$ cat src/rtl/keypad_pkg.sv
// keypad_pkg: shared state encoding and code-width helper for the keypad scanner.
package keypad_pkg;
  typedef enum logic [1:0] {IDLE, DEBOUNCE, HELD, RELEASE} kp_state_e;
  function automatic int code_width(input int rows, input int cols);
    return (rows * cols > 1) ? $clog2(rows * cols) : 1;
  endfunction
endpackage

$ cat src/rtl/kp_event_fifo.sv
// kp_event_fifo: power-of-2 event buffer with ready/valid pop; head reads zero when empty.
module kp_event_fifo #(
  parameter int W     = 5,
  parameter int DEPTH = 4
) (
  input  logic         clk,
  input  logic         resetn,
  input  logic         i_push,
  input  logic [W-1:0] i_data,
  input  logic         i_ready,
  output logic [W-1:0] o_data,
  output logic         o_full,
  output logic         o_empty
);
  localparam int AW = $clog2(DEPTH);
  logic [W-1:0] r_mem [DEPTH];
  logic [AW:0]  r_wr, r_rd;
  logic         w_pop, w_wr;
  // extra pointer bit distinguishes full from empty
  always_comb begin
    o_empty = r_wr == r_rd;
    o_full  = r_wr == {~r_rd[AW], r_rd[AW-1:0]};
    w_pop   = !o_empty && i_ready;
    w_wr    = i_push && (!o_full || w_pop);
    o_data  = o_empty ? '0 : r_mem[r_rd[AW-1:0]];
  end
  always_ff @(posedge clk or negedge resetn) begin
    if (!resetn) begin
      r_wr <= '0;
      r_rd <= '0;
    end else begin
      r_wr <= r_wr + {{AW{1'b0}}, w_wr};
      r_rd <= r_rd + {{AW{1'b0}}, w_pop};
    end
  end
  always_ff @(posedge clk) if (w_wr) r_mem[r_wr[AW-1:0]] <= i_data;
endmodule

$ cat src/rtl/keypad_scanner_fifo.sv
// keypad_scanner_fifo: column-scanned keypad with ghost rejection, frame-based debounce,
// autorepeat and a buffered event queue.
module keypad_scanner_fifo
  import keypad_pkg::*;
#(
  parameter int ROWS        = 4,
  parameter int COLS        = 4,
  parameter int SCAN_DIV    = 64,
  parameter int DEB_CNT     = 4,
  parameter int FIFO_DEPTH  = 4,
  parameter int REPEAT_DLY  = 16,
  parameter int REPEAT_RATE = 4,
  localparam int KW         = code_width(ROWS, COLS)
) (
  input  logic            clk,
  input  logic            resetn,
  output logic [COLS-1:0] col_drv,
  input  logic [ROWS-1:0] row_in,
  input  logic            repeat_en,
  input  logic            clr_ovf,
  output logic [KW-1:0]   key_code,
  output logic            key_repeat,
  output logic            key_valid,
  input  logic            key_ready,
  output logic            key_held,
  output logic            overflow
);
  localparam int DIVW = $clog2(SCAN_DIV + 1);
  localparam int CW   = $clog2(COLS + 1);
  localparam int NW   = $clog2(DEB_CNT + 1);
  localparam int TW   = $clog2(REPEAT_DLY + 1);
  logic [ROWS-1:0] r_sync1, r_sync2;
  logic [DIVW-1:0] r_div;
  logic [CW-1:0]   r_col;
  logic [1:0]      r_nkeys, w_col_n, w_tot;
  logic [KW-1:0]   r_code, r_cand, w_col_code, w_code;
  logic [NW-1:0]   r_cnt;
  logic [TW-1:0]   r_rpt;
  logic            r_ovf;
  kp_state_e       r_state, w_next;
  logic            w_step_end, w_frame_end, w_hit, w_single, w_fire;
  logic            w_push, w_push_rpt, w_drop, w_full, w_empty;
  logic [KW:0]     w_head;
  // key count saturates at 2: anything above one key is a ghost/NONE frame
  always_comb begin
    w_step_end  = r_div == DIVW'(SCAN_DIV - 1);
    w_frame_end = w_step_end && r_col == CW'(COLS - 1);
    w_col_n     = '0;
    w_col_code  = '0;
    for (int r = 0; r < ROWS; r++)
      if (!r_sync2[r]) begin
        w_col_n    = (w_col_n == 2'd2) ? 2'd2 : w_col_n + 2'd1;
        w_col_code = KW'(r * COLS) + KW'(r_col);
      end
    w_tot    = (r_nkeys == 2'd0) ? w_col_n : (w_col_n == 2'd0) ? r_nkeys : 2'd2;
    w_code   = (w_col_n != 2'd0) ? w_col_code : r_code;
    w_single = w_tot == 2'd1;
    w_hit    = w_single && w_code == r_cand;
    w_fire   = r_rpt == TW'(REPEAT_DLY - 1);
  end
  always_ff @(posedge clk or negedge resetn) begin
    if (!resetn) begin
      r_sync1 <= '1;
      r_sync2 <= '1;
      r_div   <= '0;
      r_col   <= '0;
      r_nkeys <= '0;
      r_code  <= '0;
    end else begin
      r_sync1 <= row_in;
      r_sync2 <= r_sync1;
      r_div   <= w_step_end ? '0 : r_div + DIVW'(1);
      if (w_step_end) begin
        r_col   <= (r_col == CW'(COLS - 1)) ? '0 : r_col + CW'(1);
        r_nkeys <= w_frame_end ? '0 : w_tot;
        r_code  <= w_code;
      end
    end
  end
  always_ff @(posedge clk or negedge resetn) begin
    if (!resetn) begin
      r_state <= IDLE;
      r_cnt   <= '0;
      r_cand  <= '0;
      r_rpt   <= '0;
    end else begin
      r_state <= w_next;
      if (w_frame_end) begin
        r_cnt <= (r_state == IDLE || r_state == HELD) ? NW'(1) : r_cnt + NW'(1);
        if (r_state == IDLE) r_cand <= w_code;
        r_rpt <= (r_state == DEBOUNCE) ? '0 :
                 (r_state != HELD || !w_hit) ? r_rpt :
                 !repeat_en ? '0 :
                 w_fire ? TW'(REPEAT_DLY - REPEAT_RATE) : r_rpt + TW'(1);
      end
    end
  end
  always_comb begin
    w_next = r_state;
    if (w_frame_end)
      case (r_state)
        IDLE:     w_next = w_single ? DEBOUNCE : IDLE;
        DEBOUNCE: w_next = !w_hit ? IDLE : (r_cnt == NW'(DEB_CNT - 1)) ? HELD : DEBOUNCE;
        HELD:     w_next = w_hit ? HELD : RELEASE;
        RELEASE:  w_next = w_hit ? HELD : (r_cnt == NW'(DEB_CNT - 1)) ? IDLE : RELEASE;
        default:  w_next = IDLE;
      endcase
  end
  always_comb begin
    col_drv    = ~(COLS'(1) << r_col);
    key_held   = r_state == HELD;
    w_push_rpt = w_frame_end && r_state == HELD && w_hit && repeat_en && w_fire;
    w_push     = w_push_rpt ||
                 (w_frame_end && r_state == DEBOUNCE && w_hit && r_cnt == NW'(DEB_CNT - 1));
    w_drop     = w_push && w_full && !(key_valid && key_ready);
    key_valid  = !w_empty;
    key_code   = w_head[KW-1:0];
    key_repeat = w_head[KW];
    overflow   = r_ovf;
  end
  // a drop in the same cycle as clr_ovf wins so no loss goes unreported
  always_ff @(posedge clk or negedge resetn) begin
    if (!resetn) r_ovf <= 1'b0;
    else r_ovf <= w_drop ? 1'b1 : clr_ovf ? 1'b0 : r_ovf;
  end
  kp_event_fifo #(.W(KW + 1), .DEPTH(FIFO_DEPTH)) u_fifo (
    .clk    (clk),
    .resetn (resetn),
    .i_push (w_push),
    .i_data ({w_push_rpt, r_cand}),
    .i_ready(key_ready),
    .o_data (w_head),
    .o_full (w_full),
    .o_empty(w_empty)
  );
endmodule

$ cat config.mk
export PLATFORM = sky130hd
export DESIGN_NAME = keypad_scanner_fifo
export DESIGN_NICKNAME = d
export VERILOG_FILES = /design/src/rtl/keypad_pkg.sv /design/src/rtl/kp_event_fifo.sv /design/src/rtl/keypad_scanner_fifo.sv
export SDC_FILE = /design/constraint.sdc
export NUM_CORES = 1
export LEC_CHECK = 0
export ABC_CLOCK_PERIOD_IN_PS = 4800
export BUFFER_PORTS_ARGS = -buffer_cell sky130_fd_sc_hd__buf_2
export CORE_MARGIN = 10
export CORE_UTILIZATION = 25
export CTS_CLUSTER_SIZE = 10
export DETAILED_ROUTE_END_ITERATION = 7
export GPL_TIMING_DRIVEN = 0
export MAX_ROUTING_LAYER = met4
export SKIP_LAST_GASP = 1
export SLEW_MARGIN = 15
export SYNTH_ARGS = -nofsm -noshare
export SYNTH_HDL_FRONTEND = slang
export SYNTH_SLANG_ARGS = --single-unit
$ cat constraint.sdc
create_clock -name clk -period 4.8 [get_ports clk]
set_input_delay 0.72 -clock clk [delete_from_list [all_inputs] [get_ports clk]]
set_output_delay 0.72 -clock clk [all_outputs]
set_load 0.05 [all_outputs]
# Word-level counts from Yosys, hierarchy flattened
# Memory sizes are Yosys's and may differ from the RTL's.
# Cells that the tools add are included.
[op_classes] div_mod_pow=0 reduce_logical=28 add_sub_neg=12 magnitude_cmp=0 bitwise_logic=2 shift=1 eq_ne=16 n_mux=34 mul=0
[ops] op="$mux 2" n=13
[ops] op="$mux 5" n=5
[ops] op="$mux 4" n=4
[ops] op="$logic_and 1x1->1" n=13
[ops] op="$eq 2x2->1 const B" n=5
[ops] op="$mux 3" n=3
[ops] op="$add 4x3->4 const A" n=2
[ops] op="$pmux 2 s4" n=1
[ops] op="$add 7x1->7 const B" n=1
[ops] op="$eq 7x6->1 const B" n=1
[ops] op="$mux 1" n=7
[ops] op="$mux 7" n=1
[ops] op="$add 2x1->2 const B" n=3
[ops] op="$add 3x1->3" n=2
[ops] op="$add 3x1->3 const B" n=2
[ops] op="$eq 3x2->1 const B" n=2
[ops] op="$eq 3x3->1" n=2
[ops] op="$logic_not 2->1" n=3
[ops] op="$add 5x1->5 const B" n=1
[ops] op="$eq 5x4->1 const B" n=1
[ops] op="$add 3x3->4 const A" n=1
[ops] op="$eq 2x1->1 const B" n=2
[ops] op="$eq 4x4->1" n=1
[ops] op="$logic_not 1->1" n=4
[ops] op="7 further kinds" n=13
[totals] ramBits=20 wordCells=107 latchBits=0 regBits=45 mem_count=1 mem_bits_ro=0 output_inout_bits=12 input_bits=9
[mem_list] memory="u_fifo.r_mem" words=4 word_bits=5 read_ports=1 rd_ports_with_merged_regs=0 wr=1 line_no="kp_event_fifo.sv:16" source="logic [W-1:0] r_mem [DEPTH];"

# Logic depth before layout (Yosys ltp)
# Gate-level depths: netlist of the first run.
[logic_depth] ltp_word=22 depth_mapped=14 depth_no_buf=14

# Hierarchy
# Synthesis of the first run repeated with hierarchy kept, for this count alone.
[hier_totals] hier_cells=257 hier_area_um2=3186.8
[by_module_without_submodules] mod="keypad_scanner_fifo" seq_area_each_um2=985.9 cells_per_inst=200 area_per_inst_um2=2070.7 n_inst=1
[by_module_without_submodules] mod="kp_event_fifo" seq_area_each_um2=750.7 cells_per_inst=57 area_per_inst_um2=1116.1 n_inst=1

# Worst setup path after synthesis of the first run
# No wires, ideal clock.
[synth_path] kind="register -> register" from="register r_sync2[0]" to="memory u_fifo.r_mem[1][0] (enable)" required_time_ns=4.417 slack_ns=1.339 t_arrival_ns=3.077 synth_period_minus_slack_ns=3.461 n_path_buf=0 stages_incl_launch_ff=12 setup_ns=0.383 path_cell_list="dfstp_2 inv_1 ha_1 mux2i_1 ha_1 nor3_4 nor2_4 mux2i_1 xor2_1 nor2_1 nand4_1 nor4b_1"
[synth_between] elab_chain_cells=22 elab_cells_between_ends=34 classes_between="add/sub: 3; eq/ne: 5; mux: 16; reduce/logical: 10"
[synth_rtl] item="from (decl)" line_no="keypad_scanner_fifo.sv:32" source="logic [ROWS-1:0] r_sync1, r_sync2;"
[synth_rtl] item="from (signal assigned)" line_no="keypad_scanner_fifo.sv:71" source="r_sync2 <= r_sync1;"
[synth_rtl] item="$mux 1" line_no="keypad_scanner_fifo.sv:51" source="if (!r_sync2[r]) begin"
[synth_rtl] item="$add 2x1->2 or $eq 2x2->1 (tied branches)" line_no="keypad_scanner_fifo.sv:52" source="w_col_n = (w_col_n == 2'd2) ? 2'd2 : w_col_n + 2'd1;"
[synth_rtl] item="$mux 2" line_no="keypad_scanner_fifo.sv:52"
[synth_rtl] item="$mux 2" line_no="keypad_scanner_fifo.sv:51"
[synth_rtl] item="$add 2x1->2 or $eq 2x2->1 (tied branches)" line_no="keypad_scanner_fifo.sv:52"
[synth_rtl] item="$mux 2" line_no="keypad_scanner_fifo.sv:52"
[synth_rtl] item="$mux 2" line_no="keypad_scanner_fifo.sv:51"
[synth_rtl] item="$add 2x1->2 or $eq 2x2->1 (tied branches)" line_no="keypad_scanner_fifo.sv:52"
[synth_rtl] item="(+3 left out)"
[synth_rtl] item="$mux 2 (2 in a row)" line_no="keypad_scanner_fifo.sv:55" source="w_tot = (r_nkeys == 2'd0) ? w_col_n : (w_col_n == 2'd0) ? r_nkeys : 2'd2;"
[synth_rtl] item="$eq 2x1->1" line_no="keypad_scanner_fifo.sv:57" source="w_single = w_tot == 2'd1;"
[synth_rtl] item="$logic_and 1x1->1 (*)" line_no="keypad_scanner_fifo.sv:58" source="w_hit = w_single && w_code == r_cand;"
[synth_rtl] item="$logic_and 1x1->1 (3 in a row)" line_no="keypad_scanner_fifo.sv:112" source="w_push_rpt = w_frame_end && r_state == HELD && w_hit && repeat_en && w_fire;"
[synth_rtl] item="$logic_or 1x1->1 (*)" line_no="keypad_scanner_fifo.sv:113" source="w_push = w_push_rpt ||"
[synth_rtl] item="$logic_and 1x1->1 (*)" line_no="kp_event_fifo.sv:24" source="w_wr = i_push && (!o_full || w_pop);"
[synth_rtl] item="$mux 1 (*)" line_no="kp_event_fifo.sv:36" source="always_ff @(posedge clk) if (w_wr) r_mem[r_wr[AW-1:0]] <= i_data;"
[synth_rtl] item="$mux 1 (implied by the code) (*)" line_no="kp_event_fifo.sv:36"
[synth_rtl] item="to (decl)" line_no="kp_event_fifo.sv:16"
# Mark *: on every way between the ends. The rest lies on a longest branch, timed or not.

# Final worst setup path of the first run
[layout_path] from="register r_sync2[1]" to="memory u_fifo.r_mem[2][0] (enable)"
[layout_between] elab_chain_cells=19 elab_cells_between_ends=29 classes_between="add/sub: 2; eq/ne: 4; mux: 13; reduce/logical: 10"
[layout_rtl] item="$mux 2" line_no="keypad_scanner_fifo.sv:51"
[layout_rtl] item="$add 2x1->2 or $eq 2x2->1 (tied branches)" line_no="keypad_scanner_fifo.sv:52"
[layout_rtl] item="$mux 2" line_no="keypad_scanner_fifo.sv:52"
[layout_rtl] item="$mux 2" line_no="keypad_scanner_fifo.sv:51"
[layout_rtl] item="$add 2x1->2 or $eq 2x2->1 (tied branches)" line_no="keypad_scanner_fifo.sv:52"
[layout_rtl] item="$mux 2" line_no="keypad_scanner_fifo.sv:52"
[layout_rtl] item="$mux 2" line_no="keypad_scanner_fifo.sv:51"
[layout_rtl] item="$logic_not 2->1" line_no="keypad_scanner_fifo.sv:55"
[layout_rtl] item="$mux 2 (2 in a row)" line_no="keypad_scanner_fifo.sv:55"
[layout_rtl] item="$eq 2x1->1" line_no="keypad_scanner_fifo.sv:57"
[layout_rtl] item="$logic_and 1x1->1 (*)" line_no="keypad_scanner_fifo.sv:58"
[layout_rtl] item="$logic_and 1x1->1 (3 in a row)" line_no="keypad_scanner_fifo.sv:112"
[layout_rtl] item="$logic_or 1x1->1 (*)" line_no="keypad_scanner_fifo.sv:113"
[layout_rtl] item="$logic_and 1x1->1 (*)" line_no="kp_event_fifo.sv:24"
[layout_rtl] item="$mux 1 (*)" line_no="kp_event_fifo.sv:36"
[layout_rtl] item="$mux 1 (implied by the code) (*)" line_no="kp_event_fifo.sv:36"
# Marks and branches as above.

==> metrics.yaml, run 1 <==
drtPass1Iterations: 4
grt_usage_pct: 7.24
hold_viol_final: 0
synthCells: 255
hpwlAfterDp_mm: 3.94
drc: 0
hold_class: "flop to flop"
cap_violations: 0
critPathRequiredTime_ns: 4.75
ys_seq_area_share_pct: 55.8
dieArea_um2: 17300
cts_hold_repair.buffers: 0
clkPwrFrac_pct: 45.1
syn_area_per_cell_um2: 12.2
drv_slew: 0
port_buffers: 20
crit_path_end_kind: "flop"
crit_type: "flop to flop"
cts_tree: "done"
timing.final.ws_setup_ns: 0.794
post_cts_resized: 0
io_pins: 21
num_rows: 40
diodes: 0
clock_sinks: 65
fin_worst_skew_ns: 0.00535
grt_first_pass_wirelength_mm: 9.93
synth_nets: 280
cts_buffer_depth: 2
seqPwrFrac_pct: 42.8
area.growth.synth_to_final_pct: 19.5
routed_wl_mm: 5.43
fin_nets: 311
synth.distinct_cells: 46
pre_cts_slack_ns: 0.742
routed_via_density: 4.25
p_comb_share_pct: 12.0
finalSetupViolCount: 0
grt_pass1_vias: 2104
grt_max_degree: 46
min_period_ns: 4.01
core_um2: 12100
switching_share_pct: 23.9
drt_iter0_drc: 103
worst_skew_pair.late_latency_ns: 0.33
worst_pin_slew_ns: 1.04
antenna_found_initial: 0
synthArstFlopShare_pct: 69.2
synthFlopType: "dfrtp_1"
final_antenna_net_count: 0
grt-ovfl-total: 0
max_freq_mhz: 250
synth-seq-cells: 65
arrival_ns: 3.95
internal-power_w: 0.00107
relSlewSlack_pct: 30.0
clockRootBuffer: "clkbuf_16"
wl_per_cell_um: 11.8
syn_area_um2: 3110
netSwitchingPower_w: 0.000334
n_fill_cell: 1235
cp_max_fo: 6
outcome: "finished clean"
grt_setup_unrepaired: "false"
fin_crit_sh_pct: 83.5
fin_tns_setup_ns: 0
initial_core_util_pct: 25.7
post-cts-setup-buffers: 0
hold_ws_ns: 0.353
setup.worst_path.start_class: "flop"
synth_edf_count: 20
gp_congestion: 0.752
drive_above_1_share_pct: 21.3
die_h_um: 132
pwr_density_cell_nw_per_um2: 377
leakagePower_nw: 1.61
clkTransAtPathRegs_ns: 0.05
htree_levels: 3
vdd.ir_drop.worst_mv: 0.170
vias: 1951
die_w_um: 132
cts-buffers-inserted: 9
yosys_warnings: 0
==> synthesized netlist by cell type (2+ instances only) <==
cell      instances  area share [%]
nand2_1          23             2.8
mux2_2            5             1.8
xor2_1            7             2.0
nand2b_1          4            0.80
dfstp_2           8             6.7
a31oi_1           2            0.40
buf_6             2            0.72
nand3_1          12             1.9
inv_1            13             1.6
nor2_1           11             1.3
mux2i_1           7             2.2
and3_1            5             1.0
a21boi_0          3            0.72
ha_1             16             6.4
nand3b_1          2            0.48
clkbuf_1          4            0.48
mux4_2            5             3.6
and2_1            2            0.40
a21oi_1           4            0.64
edfxtp_1         20              19
nor3_4            2             1.0
nor3_1            2            0.32
xnor2_1           7             2.0
o21ai_0          15             2.4
dfrtp_1          37              30
nor4b_1           2            0.56
nor2b_1          13             2.6
nand4_1           4            0.80
==> registers in the layout, summed over array words and instances, names as in the netlist <==
register	count
r_cand	4
r_code	4
r_div	7
r_nkeys	2
u_fifo.r_mem	20
r_rpt	5
u_fifo.r_wr	3
r_cnt	3
r_col	3
r_sync2	4
u_fifo.r_rd	3
r_sync1	4
r_state	2
overflow	1
==> through the flow <==
stage / instances / power (W) / util (%) / area [um^2]
global placement: 443 / 0.000779 / 28.3 / 3420
floorplan: 255 / 0.000740 / - / 3110
detailed placement: 443 / 0.000782 / 28.3 / 3420
CTS: 459 / 0.00143 / 30.7 / 3710
global route: 459 / 0.00147 / 30.7 / 3720
finish: 459 / 0.00140 / 30.7 / 3720
==> worst max-delay path, cell delays in order (launching register included) <==
cell and delay (ns):
dfstp_2 0.57, inv_1 0.06, ha_1 0.29, mux2i_1 0.16, ha_1 0.29, nor3_4 0.23, nor2_4 0.09, mux2i_1 0.27
xor2_1 0.11, nor2_1 0.35, nand4_1 0.28, nor4b_1 0.91
==> per-layer routing <==
metal | track usage (%) | part of all wire [%] | vias up
met5 | - | 0 | -
met4 | 3.34 | 2.7 | 0
met3 | 3.54 | 4.4 | 14
met2 | 11.0 | 47 | 31
met1 | 7.85 | 46 | 942
li1 | - | - | 964
==> area by class of cell <==
| cell class | count | area [um^2] | area share (%) |
|---|---|---|---|
| Clock inverter | 3 | 40.0 | 1.08 |
| Inverter | 13 | 48.8 | 1.31 |
| Buffer | 8 | 46.3 | 1.24 |
| Multi-Input combinational cell | 169 | 1290 | 34.6 |
| Timing Repair Buffer | 20 | 100 | 2.69 |
| Clock buffer | 13 | 250 | 6.72 |
| Sequential cell | 65 | 1740 | 46.7 |
| Tap cell | 168 | 210 | 5.65 |
==> worst paths after layout <==
check,cells past startpoint,slack (ns),from,to
setup / recovery,11,0.79,r_sync2[1],u_fifo.r_mem[2][0]
hold / removal,0,0.35,r_sync1[1],r_sync2[1]
setup reg to reg,11,0.79,r_sync2[1],u_fifo.r_mem[2][0]
hold reg to reg,0,0.35,r_sync1[1],r_sync2[1]
max in group asynchronous,1,3.61,resetn,r_rpt[3]
min in group asynchronous,1,0.58,resetn,r_div[3]
==> layout by cell type (no fill, tap or decap), types with 9 or more instances in the layout <==
cell | Yosys | final
ha_1 | 16 | 16
edfxtp_1 | 20 | 20
dfrtp_1 | 37 | 37
nor2_1 | 11 | 11
o21ai_0 | 15 | 15
clkbuf_16 | 0 | 9
buf_2 | 1 | 21
inv_1 | 13 | 13
nand3_1 | 12 | 12
nand2_1 | 23 | 23
nor2b_1 | 13 | 13
==> power groups by stage <==
stage / registers (W) / logic [W] / clock network [W]
after detailed placement: 0.000610 / 0.000172 / 0
after global routing: 0.000601 / 0.000193 / 0.000680
after CTS: 0.000600 / 0.000173 / 0.000652
after global placement: 0.000609 / 0.000170 / 0
final: 0.000600 / 0.000169 / 0.000632
after floorplan: 0.000607 / 0.000133 / 0
==> cells by family after synthesis <==
| kind of cell | count (synthesis) | synth area share, % |
|---|---|---|
| mux | 17 | 7.67 |
| buf+inv | 21 | 3.05 |
| flops | 65 | 55.8 |
| xor+xnor | 14 | 3.94 |
| simple gates | 91 | 17.1 |
| fa+ha+maj | 16 | 6.43 |
| compound gates | 31 | 6.07 |
Note: power is estimated with default switching activity, not from simulation.
==> inputs of run 2 (changes only) <==
Settings changed: ABC_CLOCK_PERIOD_IN_PS 4800 to 3400.
Clock period 4.8 ns to 3.4 ns, I/O delays scaled along.
==> metrics.yaml, run 2 (synthesis gave the netlist of run 1 again) <==
outcome: "finished clean"
final_common_cell: "dfrtp_1"
grt_first_pass_wirelength_mm: 10.1  # +1.7%
largest_register_ffs: 20  # unchanged
hpwlAfterDp_mm: 3.94  # unchanged
crit_path_end_kind: "flop"
crit_type: "flop to flop"
drc: 0  # unchanged
port_buffers: 20  # unchanged
fin_cells: 470  # +2.4%
drtPass1Iterations: 4  # unchanged
grt_max_degree: 46  # unchanged
num_rows: 40  # unchanged
wl_per_cell_um: 12.2  # +3.2%
crit_family: "simple AND/OR/NAND/NOR gates"
pre_cts_slack_ns: -0.658  # -1.40 ns
finalSetupViolCount: 0  # unchanged
final_antenna_net_count: 0  # unchanged
routed_wl_mm: 5.74  # +5.7%
hold_ws_ns: 0.280  # -0.0732 ns
hold_class: "primary input to flop"
die_w_um: 132  # unchanged
arrival_ns: 3.31  # -0.64 ns
gp_congestion: 0.752  # unchanged
clkTransAtPathRegs_ns: 0.05  # about the same
drv_slew: 0  # unchanged
leakagePower_nw: 1.67  # +3.8%
cts_tree: "done"
clockRootBuffer: "clkbuf_16"
drive_above_1_share_pct: 28.5  # +7.2 points
cts_buffer_depth: 2  # unchanged
area.growth.synth_to_final_pct: 25.9
max_freq_mhz: 307  # +23%
cap_violations: 0  # unchanged
routed_via_density: 4.28  # +0.66%
io_pins: 21  # unchanged
worst_skew_pair.late_latency_ns: 0.33  # about the same
fin_worst_skew_ns: 0.00591  # +0.000564 ns
vias: 2011  # +3.1%
grt_pass1_vias: 2150  # +2.2%
drt_iter0_drc: 95  # -7.8%
dieArea_um2: 17300  # unchanged
grt_usage_pct: 7.34  # +0.11 points
grt-ovfl-total: 0  # unchanged
cp_slowest_cell: "dfstp_2"
hold_viol_final: 0  # unchanged
min_period_ns: 3.26  # -0.743 ns
setup.worst_path.start_class: "flop"
worst_pin_slew_ns: 1.12  # +0.0851 ns
relSlewSlack_pct: 24.7  # -5.3 points
layout_common_cells: "37 x dfrtp_1, 23 x nand2_1, 21 x buf_2"
grt_setup_unrepaired: "true"
fin_crit_sh_pct: 96.0  # +12 points
place_inst: 443  # unchanged
diodes: 0  # unchanged
die_h_um: 132  # unchanged
antenna_found_initial: 0  # unchanged
clock_sinks: 65  # unchanged
cpMostUsedCell: "nor3_4"
htree_levels: 3  # unchanged
max_stage_delay_ns: 0.56  # -0.35 ns
fin_nets: 322  # +3.5%
pwr_density_cell_nw_per_um2: 512  # +36%
core_um2: 12100  # unchanged
timing.final.ws_setup_ns: 0.138  # -0.657 ns
cts-buffers-inserted: 9  # unchanged
cp_max_fo: 6  # unchanged
critPathRequiredTime_ns: 3.44  # -1.31 ns
vdd.ir_drop.worst_mv: 0.240  # +41%
initial_core_util_pct: 25.7  # unchanged
path_buf_inv: 3  # +2
crit_path_cell_trace: "inv_2 -> ha_4 -> mux2i_1 -> ha_1 -> nor3_4 -> nor2_4 -> a31oi_4 -> xnor2_2 -> nor3_4 -> nand4_1 -> buf_6 -> nor4b_4 -> buf_4"
run 2: cell count changes in the layout (fill, tap and decap cells not counted), sizes merged:
cell / change
buf: +11
run 2: final timing paths:
check | from | endpoint | slack [ns] | cells after the start
setup / recovery | r_sync2[1] | u_fifo.r_mem[2][0] | 0.14 | 13
hold / removal | row_in[1] | r_sync1[1] | 0.28 | 1
hold reg to reg | r_sync1[1] | r_sync2[1] | 0.35 | 0
max in group asynchronous | resetn | r_rpt[3] | 2.41 | 1
setup reg to reg | r_sync2[1] | u_fifo.r_mem[2][0] | 0.14 | 13
min in group asynchronous | resetn | r_div[3] | 0.37 | 1
run 2: cell type report:
class	count	area, um^2
fillers	1216	8190
inverters	13	48.8
well taps	168	210
clock inverters	3	40.0
clock buffers	13	250
multi-input cells	169	1400
repair buffers	31	186
plain buffers	8	46.3
flip-flops and latches	65	1740
run 2: per-layer routing:
metal	up-vias	wire length, um	part of all wire, %	global-route usage (%)
met2	35	2770	48	11.3
met4	0	122	2.1	3.21
met1	972	2550	45	7.90
met3	13	292	5.1	3.62
li1	991	-	-	-
met5	-	0	0	-
run 2: what timing repair did:
action                                  CTS  global route
hold buffers                              0             0
pin swaps                                 5            11
endpoints found under the setup margin   22            26
gates resized for setup                   8            13
buffers inserted                          5             6
run 2: power breakdown:
part / internal, W / switching [W] / total, W
Clock: 0.000584 / 0.000308 / 0.000892
Sequential: 0.000832 / 0.0000149 / 0.000847
Combinational: 0.000107 / 0.000161 / 0.000268
run 2: metrics by stage:
step / setup TNS [ns] / total power [W] / instance area [um^2] / util, %
4_1_cts: 0 / 0.00202 / 3810 / 31.4
3_5_place_dp: -9.68 / 0.00110 / 3420 / 28.3
5_1_grt: -0.375 / 0.00211 / 3920 / 32.4
6_report: 0 / 0.00201 / 3920 / 32.4
2_1_floorplan: -0.608 / 0.00105 / 3110 / -
3_3_place_gp: -9.25 / 0.00110 / 3420 / 28.3
run 2: worst reg2reg max path, cell delays in order, from the launching register on:
cell and delay, ns:
dfstp_2 0.56, inv_2 0.06, ha_4 0.23, mux2i_1 0.14, ha_1 0.29, nor3_4 0.25
nor2_4 0.11, a31oi_4 0.26, xnor2_2 0.13, nor3_4 0.21, nand4_1 0.17, buf_6 0.19
nor4b_4 0.20, buf_4 0.18
